**src/rtl/alu_cmd_sequencer.sv**
```systemverilog
// alu_cmd_sequencer
//   Initiator for a combinational 8-bit ALU. Commands arrive over a valid/ready
//   port and are buffered in a small FIFO. They are then driven one at a time
//   onto alu_op/alu_a/alu_b. After SETTLE cycles alu_res is captured and
//   returned on a valid/ready response port.
//
//   Optional feature (macro ALU_SEQ_DIVZERO_CHK_EN): a divide (op 3) with
//   B == 0 is not issued to the ALU. Instead it is answered directly with
//   res=FF and err=1. When the macro is undefined, rsp_err is always 0.
//
// Ports
//   clk, rst                    clock, asynchronous active-high reset
//   cmd_valid/cmd_ready         command handshake (cmd_ready = !fifo_full)
//   cmd_op/cmd_a/cmd_b          command payload
//   alu_op/alu_a/alu_b          registered drive to the ALU
//   alu_res                     ALU result
//   rsp_valid/rsp_ready         response handshake
//   rsp_res/rsp_op/rsp_err      response payload, held stable while valid
//   busy                        FSM not idle or FIFO non-empty
//   cnt_issued                  completed responses, wraps modulo 2^CNT_W
module alu_cmd_sequencer #(
  parameter int FIFO_DEPTH = 4,
  parameter int SETTLE     = 1,
  parameter int CNT_W      = 16
) (
  input  logic             clk,
  input  logic             rst,
  input  logic             cmd_valid,
  output logic             cmd_ready,
  input  logic [3:0]       cmd_op,
  input  logic [7:0]       cmd_a,
  input  logic [7:0]       cmd_b,
  output logic [3:0]       alu_op,
  output logic [7:0]       alu_a,
  output logic [7:0]       alu_b,
  input  logic [7:0]       alu_res,
  output logic             rsp_valid,
  input  logic             rsp_ready,
  output logic [7:0]       rsp_res,
  output logic [3:0]       rsp_op,
  output logic             rsp_err,
  output logic             busy,
  output logic [CNT_W-1:0] cnt_issued
);

  localparam int AW = $clog2(FIFO_DEPTH);
  localparam int SW = (SETTLE > 1) ? $clog2(SETTLE) : 1;

  localparam logic [1:0] S_IDLE = 2'd0;
  localparam logic [1:0] S_WAIT = 2'd1;
  localparam logic [1:0] S_RESP = 2'd2;

  // FIFO entry layout: {op[19:16], a[15:8], b[7:0]}
  logic [19:0]      r_mem [FIFO_DEPTH];
  logic [AW-1:0]    r_wptr, r_rptr;
  logic [AW:0]      r_count;
  logic [1:0]       r_state;
  logic [SW-1:0]    r_cnt;
  logic [3:0]       r_alu_op, r_rsp_op;
  logic [7:0]       r_alu_a, r_alu_b, r_rsp_res;
  logic             r_rsp_valid, r_rsp_err;
  logic [CNT_W-1:0] r_cnt_issued;

  logic        w_full, w_empty, w_push, w_pop, w_divz;
  logic [19:0] w_head;

  assign w_full  = (r_count == (AW+1)'(FIFO_DEPTH));
  assign w_empty = (r_count == '0);
  assign w_push  = cmd_valid & ~w_full;
  // Popping only from IDLE means a push into an empty FIFO is seen no
  // earlier than the following edge.
  assign w_pop   = (r_state == S_IDLE) & ~w_empty;
  assign w_head  = r_mem[r_rptr];

`ifdef ALU_SEQ_DIVZERO_CHK_EN
  assign w_divz = (w_head[19:16] == 4'd3) && (w_head[7:0] == 8'h00);
`else
  assign w_divz = 1'b0;
`endif

  // FIFO storage carries no reset; occupancy is tracked by r_count alone.
  always_ff @(posedge clk) begin
    if (w_push) r_mem[r_wptr] <= {cmd_op, cmd_a, cmd_b};
  end

  always_ff @(posedge clk or posedge rst) begin
    if (rst) begin
      r_wptr  <= '0;
      r_rptr  <= '0;
      r_count <= '0;
    end else begin
      if (w_push) r_wptr <= r_wptr + 1'b1;
      if (w_pop)  r_rptr <= r_rptr + 1'b1;
      case ({w_push, w_pop})
        2'b10:   r_count <= r_count + 1'b1;
        2'b01:   r_count <= r_count - 1'b1;
        default: r_count <= r_count;
      endcase
    end
  end

  always_ff @(posedge clk or posedge rst) begin
    if (rst) begin
      r_state      <= S_IDLE;
      r_cnt        <= '0;
      r_alu_op     <= '0;
      r_alu_a      <= '0;
      r_alu_b      <= '0;
      r_rsp_op     <= '0;
      r_rsp_res    <= '0;
      r_rsp_valid  <= 1'b0;
      r_rsp_err    <= 1'b0;
      r_cnt_issued <= '0;
    end else begin
      case (r_state)
        S_IDLE: if (w_pop) begin
          r_rsp_op  <= w_head[19:16];
          r_rsp_err <= w_divz;
          if (w_divz) begin
            // Rejected divide: the ALU inputs keep their previous values.
            r_rsp_res   <= 8'hFF;
            r_rsp_valid <= 1'b1;
            r_state     <= S_RESP;
          end else begin
            r_alu_op <= w_head[19:16];
            r_alu_a  <= w_head[15:8];
            r_alu_b  <= w_head[7:0];
            r_cnt    <= SW'(SETTLE - 1);
            r_state  <= S_WAIT;
          end
        end
        S_WAIT: begin
          if (r_cnt == '0) begin
            r_rsp_res   <= alu_res;
            r_rsp_valid <= 1'b1;
            r_state     <= S_RESP;
          end else begin
            r_cnt <= r_cnt - 1'b1;
          end
        end
        S_RESP: if (rsp_ready) begin
          r_rsp_valid  <= 1'b0;
          r_cnt_issued <= r_cnt_issued + 1'b1;
          r_state      <= S_IDLE;
        end
        default: r_state <= S_IDLE;
      endcase
    end
  end

  assign cmd_ready  = ~w_full;
  assign alu_op     = r_alu_op;
  assign alu_a      = r_alu_a;
  assign alu_b      = r_alu_b;
  assign rsp_valid  = r_rsp_valid;
  assign rsp_res    = r_rsp_res;
  assign rsp_op     = r_rsp_op;
  assign rsp_err    = r_rsp_err;
  assign busy       = (r_state != S_IDLE) | ~w_empty;
  assign cnt_issued = r_cnt_issued;

endmodule

```
**config.mk**
```make
export PLATFORM = sky130hd
export DESIGN_NAME = alu_cmd_sequencer
export DESIGN_NICKNAME = d
export VERILOG_FILES = /design/src/rtl/alu_cmd_sequencer.sv
export SDC_FILE = /design/constraint.sdc
export NUM_CORES = 1
export LEC_CHECK = 0
export CORE_MARGIN = 2
export CORE_UTILIZATION = 57
export CTS_CLUSTER_DIAMETER = 100
export DETAILED_ROUTE_END_ITERATION = 12
export PLACE_DENSITY_LB_ADDON = 0.08
export SLEW_MARGIN = 30
export SYNTH_ARGS = -nofsm -noshare
export SYNTH_HDL_FRONTEND = slang
export SYNTH_SLANG_ARGS = --single-unit
```
**constraint.sdc**
```tcl
create_clock -name clk -period 6.34 [get_ports clk]
set_clock_uncertainty 0.2 [all_clocks]
set_input_delay 0.951 -clock clk [delete_from_list [all_inputs] [get_ports clk]]
set_output_delay 0.951 -clock clk [all_outputs]
set_load 0.02 [all_outputs]
```
==> results.cfg <==
[run_status]
status = finished, final reports clean

[synth]
synth_cell_types = 32
synthTopCellsByArea = edfxtp_1 (46%), dfrtp_1 (26%), mux4_2 (8.6%), nand2_1 (5.0%), xnor2_1 (2.5%)
synth_edf_count = 80
syn_area_um2 = 5220
synth_flop_cell = edfxtp_1
synthArstFlopShare_pct = 40.3
yosys_warnings = 0
synth_top_area_share_pct = 46.0
syn_avg_cell_area_um2 = 16.4
ys_seq_area_share_pct = 71.9
ys_ff_latch = 134
synthCells = 318
syn_nets = 357
synth_top_cell_by_area = edfxtp_1

[critical_path]
critPathBufInv = 2
crit_chain = nor2_1, nand2b_2, inv_1, ha_1, inv_1, fa_1, xor2_1, nor2_1, xor2_1
cpPeakStageDelay_ns = 0.71
rr_worst_depth = 9
rrSetupSlack_ns = 3.17
cp.depth = 9
end_kind = register
path_max_fanout = 23
worst_path_max_delay_cell = inv_1
startpoint_type = register
required_ns = 6.58
worstPathArrival_ns = 3.41
crit_family = buffers and inverters
worstSetupPathType = register to register

[clocking]
path_clk_slew_ns = 0.06
postCtsSetupRepairBufs = 0
cts_tree = done
ctsLongestPathBuffers = 2
cts_buffers = 17
clk_latency_ns = 0.51
htreeDepth = 4
cts-root-buf = clkbuf_8
ctsResizeCount = 0
clock-sinks = 134
cts-hold-fix-buffers = 0

[routing]
drtPass1Iterations = 7
wl_per_cell_um = 17.9
drtIter0Drc = 172
drc = 0
viasPerCell = 5.47
num_vias = 2878
totalWireLength_um = 9430
ant_nets = 0

[die]
core_area_um2 = 8810
pin_count = 84
start_util_pct = 59.3
rows = 34
dieHeight_um = 99.7
fp.dieW_um = 99.7
die_area_um2 = 9950

[grt]
grt_overflow = 0
grt_use_total_pct = 20.8
grt_pass1_wl_um = 15200
grt_max_degree = 55
grt_pass1_vias = 3028
grt_antenna_before_repair = 0

[timing]
hold_viol_final = 0
slew_viol_final = 0
max_freq_ghz = 0.315
setup_viol = 0
tns_ns = 0
finalCriticalPeriod_ns = 3.17
fin_hold_ws_ns = 0.275
worst_slew_pin_slew_ns = 0.997
rsz0062_at_grt = no
fin_ws_ns = 3.17
period_share_pct = 50.0
relSlewSlack_pct = 33.5

[layout]
num-fill-cells = 535
num-nets-final = 445
most-common-layout-cells = clkdlybuf4s50_1 (82), edfxtp_1 (80), nand2_1 (69)
n_antenna_cell = 0
final_common_cell = clkdlybuf4s50_1
drive_above_1_share_pct = 17.5
fin_cells = 526
synthToLayoutAreaGrowth_pct = 27.5

[place]
dpl.hpwl_um = 5700
place_ws_ns = 2.82
port_buffers = 82
place_congestion = 0.751
placed_cells = 495

[pwr]
p_leak_uw = 0.00262
power.density_nw_per_um2 = 504
peakVddDrop_uv = 282

[hold_path]
min_path_type = register to register
hold_depth = 2

[run]
maxCapViolCount = 0
-- worst min-delay path, stage by stage (launching register included) --
cell and delay (ns):
dfrtp_1 0.34, nand2_1 0.05, nand2_1 0.06
-- routing by layer --
layer  global-route usage (%)  vias to the layer above  wire (um)
met1                     25.7                     1444       3840
met4                     10.4                        0        206
met2                     35.1                      105       4890
li1                         -                     1309          -
met3                     4.50                       20        486
met5                        0                        -          0
-- path summary, 6_finish.rpt --
path | end | from
max | r_count[2] | r_state[1]
min | alu_b[1] | alu_b[1]
max reg2reg | r_count[2] | r_state[1]
min reg2reg | alu_b[1] | alu_b[1]
max in group asynchronous | alu_a[3] | rst
min in group asynchronous | rsp_op[2] | rst
-- synthesized netlist by cell type, drive strengths merged, types with 5 or more instances --
cell type  number
dfrtp          54
buf            13
edfxtp         80
xor2            6
inv            10
mux2           10
nor2            5
nand3           5
ha              6
xnor2          15
mux4           20
and3            5
nand2          69
-- power breakdown --
part | switching (uW) | internal [uW] | total (uW)
sequential | 168 | 1190 | 1360
combinational | 565 | 531 | 1100
clock | 352 | 551 | 904
-- cell families (layout without fill, tap and decap cells) --
logic type,after synthesis,count (layout),share of synthesized area [%]
xor+xnor,21,21,3.52
buf+inv,25,125,2.44
flops,134,134,71.9
fa+ha+maj,7,7,1.82
mux,31,31,11.0
compound gates,1,1,0.144
other cells,1,1,0.0718
simple gates,98,98,9.17
-- state kept, by name, summed over array words and instances (netlist names) --
register / cells
r_wptr: 2
alu_a: 8
rsp_res: 8
alu_b: 8
r_state: 2
rsp_op: 4
rsp_valid: 1
r_rptr: 2
r_count: 3
cnt_issued: 16
r_mem: 80
-- cell type report --
class	instances	area, um2	share of cell area, %
Inverter	10	37.5	0.563
Clock inverter	14	136	2.05
Clock buffer	17	414	6.22
Timing Repair Buffer	84	836	12.5
Tap cell	108	135	2.03
Sequential cell	134	3750	56.3
Multi-Input combinational cell	159	1350	20.3
-- per-stage QoR --
| step | cell area, um2 | total power [uW] | util, % |
|---|---|---|---|
| final | 6660 | 3360 | 75.7 |
| after floorplan | 5220 | 2070 | - |
| after global routing | 6660 | 3530 | 75.7 |
| after CTS | 6660 | 3390 | 75.6 |
| after detailed placement | 6110 | 2470 | 69.4 |
| after global placement | 6100 | 2430 | 69.3 |
Power figures use the tool's default switching activity.
